$ cat src/rtl/bit_debouncer.sv
// bit_debouncer: synchronises a raw level, qualifies each change for
// STABLE_CYCLES enabled clocks, and presents a clean level plus
// one-cycle rise/fall strobes. Every output is registered.
module bit_debouncer #(
  parameter int SYNC_STAGES   = 2,
  parameter int CNT_W         = 8,
  parameter int STABLE_CYCLES = 16
) (
  input  logic CLK,
  input  logic CLR,
  input  logic D,
  input  logic EN,
  output logic Q,
  output logic RISE,
  output logic FALL,
  output logic BUSY
);

  typedef enum logic [1:0] {
    IDLE_LO = 2'd0,
    CHK_HI  = 2'd1,
    IDLE_HI = 2'd2,
    CHK_LO  = 2'd3
  } state_t;

  // Final count value before a commit; STABLE_CYCLES = 2**CNT_W still fits.
  localparam logic [CNT_W-1:0] LP_CNT_LAST = CNT_W'(STABLE_CYCLES - 1);

  logic [SYNC_STAGES-1:0] r_sync;
  logic                   w_s;

  state_t                 r_state;
  state_t                 w_state_next;
  logic [CNT_W-1:0]       r_cnt;
  logic [CNT_W-1:0]       w_cnt_next;

  logic                   w_q_next;
  logic                   w_rise_next;
  logic                   w_fall_next;
  logic                   w_busy_next;

  // First synchroniser stage samples the raw input every clock.
  always_ff @(posedge CLK) begin
    if (CLR) r_sync[0] <= 1'b0;
    else     r_sync[0] <= D;
  end

  // Remaining synchroniser stages shift unconditionally (never gated by EN).
  for (genvar gi = 1; gi < SYNC_STAGES; gi++) begin : g_sync
    always_ff @(posedge CLK) begin
      if (CLR) r_sync[gi] <= 1'b0;
      else     r_sync[gi] <= r_sync[gi-1];
    end
  end

  assign w_s = r_sync[SYNC_STAGES-1];

  // State, counter and registered outputs; clear overrides any pending commit.
  always_ff @(posedge CLK) begin
    if (CLR) begin
      r_state <= IDLE_LO;
      r_cnt   <= '0;
      Q       <= 1'b0;
      RISE    <= 1'b0;
      FALL    <= 1'b0;
      BUSY    <= 1'b0;
    end else begin
      r_state <= w_state_next;
      r_cnt   <= w_cnt_next;
      Q       <= w_q_next;
      RISE    <= w_rise_next;
      FALL    <= w_fall_next;
      BUSY    <= w_busy_next;
    end
  end

  // Next-state and counter: entering a check is unconditional, mismatches
  // abort regardless of EN, and only EN-qualified matching cycles count.
  always_comb begin
    w_state_next = r_state;
    w_cnt_next   = r_cnt;
    unique case (r_state)
      IDLE_LO: begin
        if (w_s) begin
          w_state_next = CHK_HI;
          w_cnt_next   = '0;
        end
      end
      CHK_HI: begin
        if (!w_s) begin
          w_state_next = IDLE_LO;
          w_cnt_next   = '0;
        end else if (EN) begin
          if (r_cnt == LP_CNT_LAST) begin
            w_state_next = IDLE_HI;
            w_cnt_next   = '0;
          end else begin
            w_cnt_next = r_cnt + 1'b1;
          end
        end
      end
      IDLE_HI: begin
        if (!w_s) begin
          w_state_next = CHK_LO;
          w_cnt_next   = '0;
        end
      end
      CHK_LO: begin
        if (w_s) begin
          w_state_next = IDLE_HI;
          w_cnt_next   = '0;
        end else if (EN) begin
          if (r_cnt == LP_CNT_LAST) begin
            w_state_next = IDLE_LO;
            w_cnt_next   = '0;
          end else begin
            w_cnt_next = r_cnt + 1'b1;
          end
        end
      end
      default: begin
        w_state_next = IDLE_LO;
        w_cnt_next   = '0;
      end
    endcase
  end

  // Output values for the coming edge, derived from the state transition so
  // strobes fire only on a commit and coincide with the Q change.
  always_comb begin
    w_q_next    = (w_state_next == IDLE_HI) || (w_state_next == CHK_LO);
    w_busy_next = (w_state_next == CHK_HI)  || (w_state_next == CHK_LO);
    w_rise_next = (r_state == CHK_HI) && (w_state_next == IDLE_HI);
    w_fall_next = (r_state == CHK_LO) && (w_state_next == IDLE_LO);
  end

endmodule

$ cat config.mk
export PLATFORM = sky130hd
export DESIGN_NAME = bit_debouncer
export DESIGN_NICKNAME = d
export VERILOG_FILES = /design/src/rtl/bit_debouncer.sv
export SDC_FILE = /design/constraint.sdc
export NUM_CORES = 1
export LEC_CHECK = 0
export CORE_AREA = 2 2 39 41
export CTS_CLUSTER_SIZE = 28
export DETAILED_ROUTE_END_ITERATION = 8
export DIE_AREA = 0 0 41 43
export DONT_BUFFER_PORTS = 1
export GPL_TIMING_DRIVEN = 0
export MAX_ROUTING_LAYER = met4
export PLACE_DENSITY = 0.66
export SLEW_MARGIN = 20
export SYNTH_ARGS = -nofsm -noshare
export SYNTH_HDL_FRONTEND = slang
export SYNTH_SLANG_ARGS = --single-unit
$ cat constraint.sdc
create_clock -name CLK -period 3.7 [get_ports CLK]
set_input_delay 0.925 -clock CLK [delete_from_list [all_inputs] [get_ports CLK]]
set_output_delay 0.925 -clock CLK [all_outputs]
set_load 0.005 [all_outputs]
# After elaboration in Yosys (flattened, before gate mapping)
# Cells that the tools add are included.
dict set report word_totals {
  reg_bits 16
  in_bits 4
  output_inout_bits 4
  word_cells 41
}
dict set report op_classes {
  addsub 1
  n_eq_ne 9
  mux 16
  n_reduce_logical 7
}
# op count
set op_table {}
lappend op_table {{8-bit two-way mux} 6}
lappend op_table {{8-bit one-hot mux with 4 select lines} 1}
lappend op_table {{2-bit two-way mux} 8}
lappend op_table {{8-bit by 1-bit adder with 8-bit output (second input constant)} 1}
lappend op_table {{2-bit equality test (second input constant)} 4}
lappend op_table {{8-bit by 4-bit equality test with 1-bit output (second input constant)} 1}
lappend op_table {{2-bit one-hot mux with 4 select lines} 1}
lappend op_table {{2-bit by 1-bit equality test with 1-bit output (second input constant)} 2}
lappend op_table {{2-bit logical NOT} 2}
lappend op_table {{2-bit inequality test (second input constant)} 2}
lappend op_table {{1-bit logical AND} 2}
lappend op_table {{1-bit logical OR} 2}
lappend op_table {{2-bit AND reduction} 1}

# Depth between registers and ports, before layout
# Gate-level depths: netlist of the first run.
dict set report depth {
  ltp_word 7
  ltp_mapped 5
  depth_no_buf 5
}

# Worst setup path after synthesis of the first run
# Ideal clock, no wire load.
dict set report synth_timing {
  path_type {input to register}
  startpoint {in EN}
  endpoint {reg r_cnt[7]}
  arrival_ns 1.760
  required_ns 3.630
  slack_ns 1.870
  cell_stages 4
  n_path_buf 1
  cell_sequence {buf_2 o211ai_1 or4_1 a21oi_1}
}
dict set report synth_between {
  elab_chain_len 3
}
# element line_no
set synth_rtl {}
lappend synth_rtl {{start, declared} 12} ;# input logic EN,
lappend synth_rtl {{8-bit two-way mux *} -}
lappend synth_rtl {{8-bit two-way mux (on tied branches)} -}
lappend synth_rtl {{8-bit one-hot mux with 4 select lines *} -}
lappend synth_rtl {{end signal, assigned} 69} ;# r_cnt <= w_cnt_next;
lappend synth_rtl {{end, declared} 34} ;# logic [CNT_W-1:0] r_cnt;
# Every way passes the cells marked *; elsewhere a longest branch is shown, timed or not.
# A chain may end at the register's enable or synchronous reset.

# Worst setup path in the final report of the first run
dict set report layout_timing {
  startpoint {in EN}
  endpoint {reg RISE}
}
dict set report layout_between {
  elab_chain_len 5
}
# element line_no
set layout_rtl {}
lappend layout_rtl {{2-bit two-way mux (on tied branches)} {112, 93}}
lappend layout_rtl {{2-bit two-way mux (on tied branches)} {109, 90}}
lappend layout_rtl {{2-bit one-hot mux with 4 select lines *} 82} ;# unique case (r_state)
lappend layout_rtl {{2-bit equality test *} 133} ;# w_rise_next = (r_state == CHK_HI) && (w_state_next == IDLE_HI);
lappend layout_rtl {{1-bit logical AND *} 133}
lappend layout_rtl {{end signal, assigned} 71} ;# RISE <= w_rise_next;
lappend layout_rtl {{end, declared} 14} ;# output logic RISE,
# Marks and branches as above.

==> reports/results.txt, run 1 <==
Core Util, Final - 52.7%
H-tree lvl count - 1
Period minus WS final - 1640 ps
DP Area - 699 µm²
Crit Reg-Reg Startpoint - r_cnt[4]
Worst EP arrival - 1840 ps
Hold Path Class - reg -> reg
DP Cell Count - 89
RSZ-0062 raised after global routing - no
grt met1 use - 25.1%
Critical Path Fanout Max - 10
initial antenna violation count - 0
Syn Nets - 78
layout cells sized above 1 - 11.7%
Post-synth ARST share - 0%
PnR Total Power - 0.000273 W
worst setup path end - RISE
Pre-Repair DR Iteration Count - 4
PostCTS Resize Cnt - 0
Post-CTS Setup Repair Bufs - 0
Post-CTS Hold Fix Bufs - 0
vias in the first global route - 475
FF+latch count, synth - 15
Critical path origin - EN
number of enable flip-flop cells after synthesis - 0
Power per Cell Area - 374 nW/µm²
via count - 561
Initial DRC Count - 8
DIE AREA - 1760 µm²
Clock Path Buffers - 2
period utilisation layout - 44.4%
# setup viols final - 0
Final nets - 83
cell count after synthesis - 73
grt met2 use - 21.3%
Finished Layout Cells - 93
Worst-Skew Late Latency - 280 ps
first-pass GRT wire length - 2040 µm
status - complete, no violations
final hold vios - 0
IO Pins - 8
Max Transition Viols Final - 0
Tot GR Track Use - 17.6%
Port-buffer cells - 0
commonest non-fill, non-tap cell in the layout - dfxtp_1
total of max-cap violations - 0
Starting Density - 49.1%
syn avg cell area - 9.31 µm²
Highest Clock Rate - 0.608 GHz
CTS tree - yes
final wirelength - 1220 µm
commonest non-fill, non-tap cells in the layout - 15 x dfxtp_1, 5 x nand2_1
peak supply drop - 0.000258 V
fin area - 729 µm²
Seq/Total Area, Yosys - 44.2%
DR DRC count - 0
Worst EP required - 3890 ps
WS Path Type - in -> reg
pin count of the biggest net entering global routing - 11
dominant synthesized flop cell - dfxtp_1
Horiz. Die Dim - 41 µm
n_diodes - 0
gpl congestion - 0.810
Clock Tree Root - clkbuf_4
GRT overflow - 0
Crit Reg-Reg Endpoint - r_cnt[7]
CP Launch Type - input port
CTS Buf Count - 3
DR vias/cell - 6.03
Final TNS setup - 0 ps
transition time of the tightest slew-check pin - 397 ps
Area Overhead vs Synth - 7.37%
post-DP HPWL - 880 µm
Reg2Reg Setup Slack - 2130 ps
ANT nets after route - 0
drt wl/cell - 13.1 µm
Die Span Y - 43 µm
GR Layer Usage met3 - 5.76%
R2R cell count - 4
Critical Path End Type - flip-flop
Clock Sinks - 15
GR peak layer - met1
Synth Cell Area - 679 µm²
Yosys Warn Count - 0
Pleak - 0.267 nW
Reg clk slew, reported paths - 100 ps
Synth cell types - 34
row count - 14
Setup Skew - 3.02 ps
Slew headroom - 73.3%
core region area - 1380 µm²
## cell families (layout without fill, tap and decap cells)
kind of cell             after synthesis  after routing  share of synthesized area [%]
AND/OR/NAND/NOR                       31             31                           26.9
AO/OA/AOI/OAI                         17             17                           17.5
flip-flops                            15             15                           44.2
XOR/XNOR                               4              4                           5.16
buffers and inverters                  4              8                           2.95
adder cells (fa/ha/maj)                1              1                           1.84
multiplexers                           1              1                           1.47
## power by group
group / total (W) / internal [W] / leakage [nW] / switching (W)
clock: 0.0000974 / 0.0000410 / 0.0139 / 0.0000564
combinational: 0.0000118 / 0.00000440 / 0.132 / 0.00000738
sequential: 0.000164 / 0.000163 / 0.121 / 0.000000921
## stage by stage
stage	hold slack, ps	worst slack (ps)
after global routing	471	1920
after detailed placement	442	1750
after floorplan	414	1870
after global placement	435	1760
after CTS	466	2050
final	462	2060
## sequential cells by signal, indices dropped and copies added (netlist names)
name and count:
Q 1, r_cnt 8, RISE 1, w_s 1
r_state 1, r_sync 1, FALL 1, BUSY 1
## cells in the mapped netlist (all sizes together), types with 2 or more instances
| cell | instances | area (µm²) |
|---|---|---|
| dfxtp | 15 | 300 |
| nand2 | 5 | 18.8 |
| nand3 | 4 | 20.0 |
| nor2 | 4 | 15.0 |
| o21ai | 4 | 20.0 |
| xor2 | 4 | 35.0 |
| a21oi | 3 | 15.0 |
| nor2b | 3 | 18.8 |
| and2 | 2 | 13.8 |
| and3b | 2 | 17.5 |
| buf | 2 | 12.5 |
| clkbuf | 2 | 7.51 |
| nor4b | 2 | 17.5 |
| o2111ai | 2 | 17.5 |
| or4 | 2 | 15.0 |
## metal layers
metal | wire, µm | vias up
li1 | - | 286
met2 | 525 | 19
met4 | 27 | 0
met1 | 598 | 252
met5 | 0 | -
met3 | 63 | 4
## how the worst min path moves through the flow
stage              start  endpoint  slack [ps]  cells past startpoint
6_report       r_sync[0]       w_s         460                      1
4_1_cts        r_sync[0]       w_s         470                      1
2_1_floorplan  r_sync[0]       w_s         410                      1
5_1_grt        r_sync[0]       w_s         470                      1
3_5_place_dp   r_sync[0]       w_s         440                      1
3_3_place_gp   r_sync[0]       w_s         430                      1
## layout make-up
class / count / area (µm²)
multi-input cells: 54 / 359
fillers: 141 / 654
clock buffers: 3 / 22.5
plain buffers: 4 / 20.0
well taps: 16 / 20.0
flip-flops and latches: 15 / 300
clock inverters: 1 / 7.51
## critical path: stages
cell and delay (ps):
buf_2 160, and4_1 270, nand3_1 190, nor4b_1 290
(Power assumes the default switching activity.)
==> run 2, diff against run 1 <==
Settings changed: CORE_AREA 2 2 39 41 to not set, CORE_MARGIN set to 2, CORE_UTILIZATION set to 52, DIE_AREA 0 0 41 43 to not set, PLACE_DENSITY 0.66 to 0.7.
Clock period 3.7 ns to 1.5 ns, I/O delays scaled along.
==> reports/results.txt, run 2 (same netlist as run 1, synthesis figures left out) <==
status - complete, but fails checks
violations in the final reports - negative setup slack
# setup viols final - 5
Worst EP arrival - 1680 ps
Final TNS setup - -44.6 ps
CP Launch Type - flip-flop
vias in the first global route - 491
Critical Path End Type - flip-flop
Worst Hold Launch - D
peak supply drop - 0.000652 V
Slew headroom - 71.6%
via count - 579
layout cells sized above 1 - 27.8%
Clock Path Buffers - 2
IO Pins - 8
WS Path Type - reg -> reg
sequential power share - 60.6%
Clock power frac - 34.7%
Worst EP required - 1670 ps
Area Overhead vs Synth - 16.9%
CTS tree - yes
Biggest register - r_cnt
CTS Buf Count - 3
DIE AREA - 1610 µm²
Power per Cell Area - 836 nW/µm²
Critical Path Fanout Max - 6
Largest register FFs - 8
Clock Tree Root - clkbuf_4
commonest non-fill, non-tap cells in the layout - 11 x dfxtp_1, 5 x nand2_1, 4 x nand3_1, 4 x o21ai_0, 4 x nor2_1
Pleak - 0.280 nW
H-tree lvl count - 1
Port-buffer cells - 0
DR vias/cell - 6.16
Max Transition Viols Final - 0
Clock Sinks - 15
total of max-cap violations - 0
Critical path origin - r_cnt[5]
pin count of the biggest net entering global routing - 11
Highest Clock Rate - 0.661 GHz
row count - 13
commonest non-fill, non-tap cell in the layout - dfxtp_1
Final nets - 85
gpl congestion - 0.879
initial antenna violation count - 0
Pre-Repair DR Iteration Count - 4
final wirelength - 1270 µm
core region area - 1250 µm²
period utilisation layout - 101%
transition time of the tightest slew-check pin - 427 ps
Hold Path Class - in -> reg
Die Span Y - 40.1 µm
Horiz. Die Dim - 40.1 µm
Filler cells - 97
post-DP HPWL - 834 µm
Place WS - -32.1 ps
RSZ-0062 raised after global routing - yes
Worst-Skew Late Latency - 290 ps
worst setup margin - -12.1 ps
n_diodes - 0
Initial DRC Count - 17
Period minus WS final - 1510 ps
switch share - 23.1%
internal power - 0.000511 W
PnR Total Power - 0.000664 W
Starting Density - 54.2%
drt wl/cell - 13.5 µm
first-pass GRT wire length - 2000 µm
Reg clk slew, reported paths - 90 ps
final hold vios - 0
Post-CTS Hold Fix Bufs - 0
Crit Reg-Reg Startpoint - r_cnt[5]
GRT overflow - 0
Tot GR Track Use - 19.7%
combinational fraction of design power - 4.7%
ANT nets after route - 0
DR DRC count - 0
Setup Skew - 7.73 ps
Psw - 0.000154 W
## run 2: cell types whose count changed in the layout (fill, tap and decap cells not counted), sizes merged
cell and change:
clkinv +1, buf +2, clkinvlp -1
## run 2: path summary, 6_finish.rpt
| path | endpoint | slack [ps] | cells past startpoint |
|---|---|---|---|
| worst max register to register | r_cnt[7] | -10 | 4 |
| worst min-delay path | r_sync[0] | 210 | 1 |
| worst max-delay path | r_cnt[7] | -10 | 4 |
| worst min register to register | w_s | 450 | 1 |
## run 2: repair_timing
action                     4_1_cts  5_1_grt
gates resized for setup          4        9
setup buffers                    1        1
pin swaps                        1        2
setup endpoints to repair        5       11
## run 2: layer usage
layer  up-vias  track usage [%]  routed length [µm]
li1        286                -                   -
met1       264             25.9                 604
met2        23             28.6                 556
met3         6             3.33                  68
met4         0             10.3                  38
met5         -                -                   0
## run 2: area by class of cell
type	count	area [µm²]	share of cell area (%)
tap	15	18.8	2.36
sequential	15	308	38.7
buffer	4	20.0	2.52
clock buffer	3	22.5	2.83
timing repair buffer	2	15.0	1.89
clock inverter	1	5.00	0.630
multi-input combinational	54	405	51.0
## run 2: power groups by stage
stage / registers, W / logic [W] / clock network [W]
3_5_place_dp: 0.000413 / 0.0000292 / 0
3_3_place_gp: 0.000413 / 0.0000293 / 0
4_1_cts: 0.000402 / 0.0000295 / 0.000235
5_1_grt: 0.000404 / 0.0000347 / 0.000256
6_report: 0.000403 / 0.0000312 / 0.000230
2_1_floorplan: 0.000413 / 0.0000233 / 0
## run 2: critical path, stage by stage (launching register included)
cell and delay [ps]:
dfxtp_2 360, or4_4 530, o311ai_4 240, a21o_2 230, a21oi_1 50
## run 2: metrics by stage
step	instances	hold WS, ps	cell area [µm²]	util (%)
after floorplan	73	414	679	-
after global placement	88	439	698	55.7
after detailed placement	88	433	698	55.7
after CTS	93	211	746	59.5
after global routing	94	224	795	63.4
final	94	209	795	63.4
==> run 3, diff against run 2 <==
Settings changed: HOLD_SLACK_MARGIN set to 0.1, TNS_END_PERCENT set to 100.
==> results of run 3 <==
The final DEF is identical to that of run 2; final timing and power are the same.
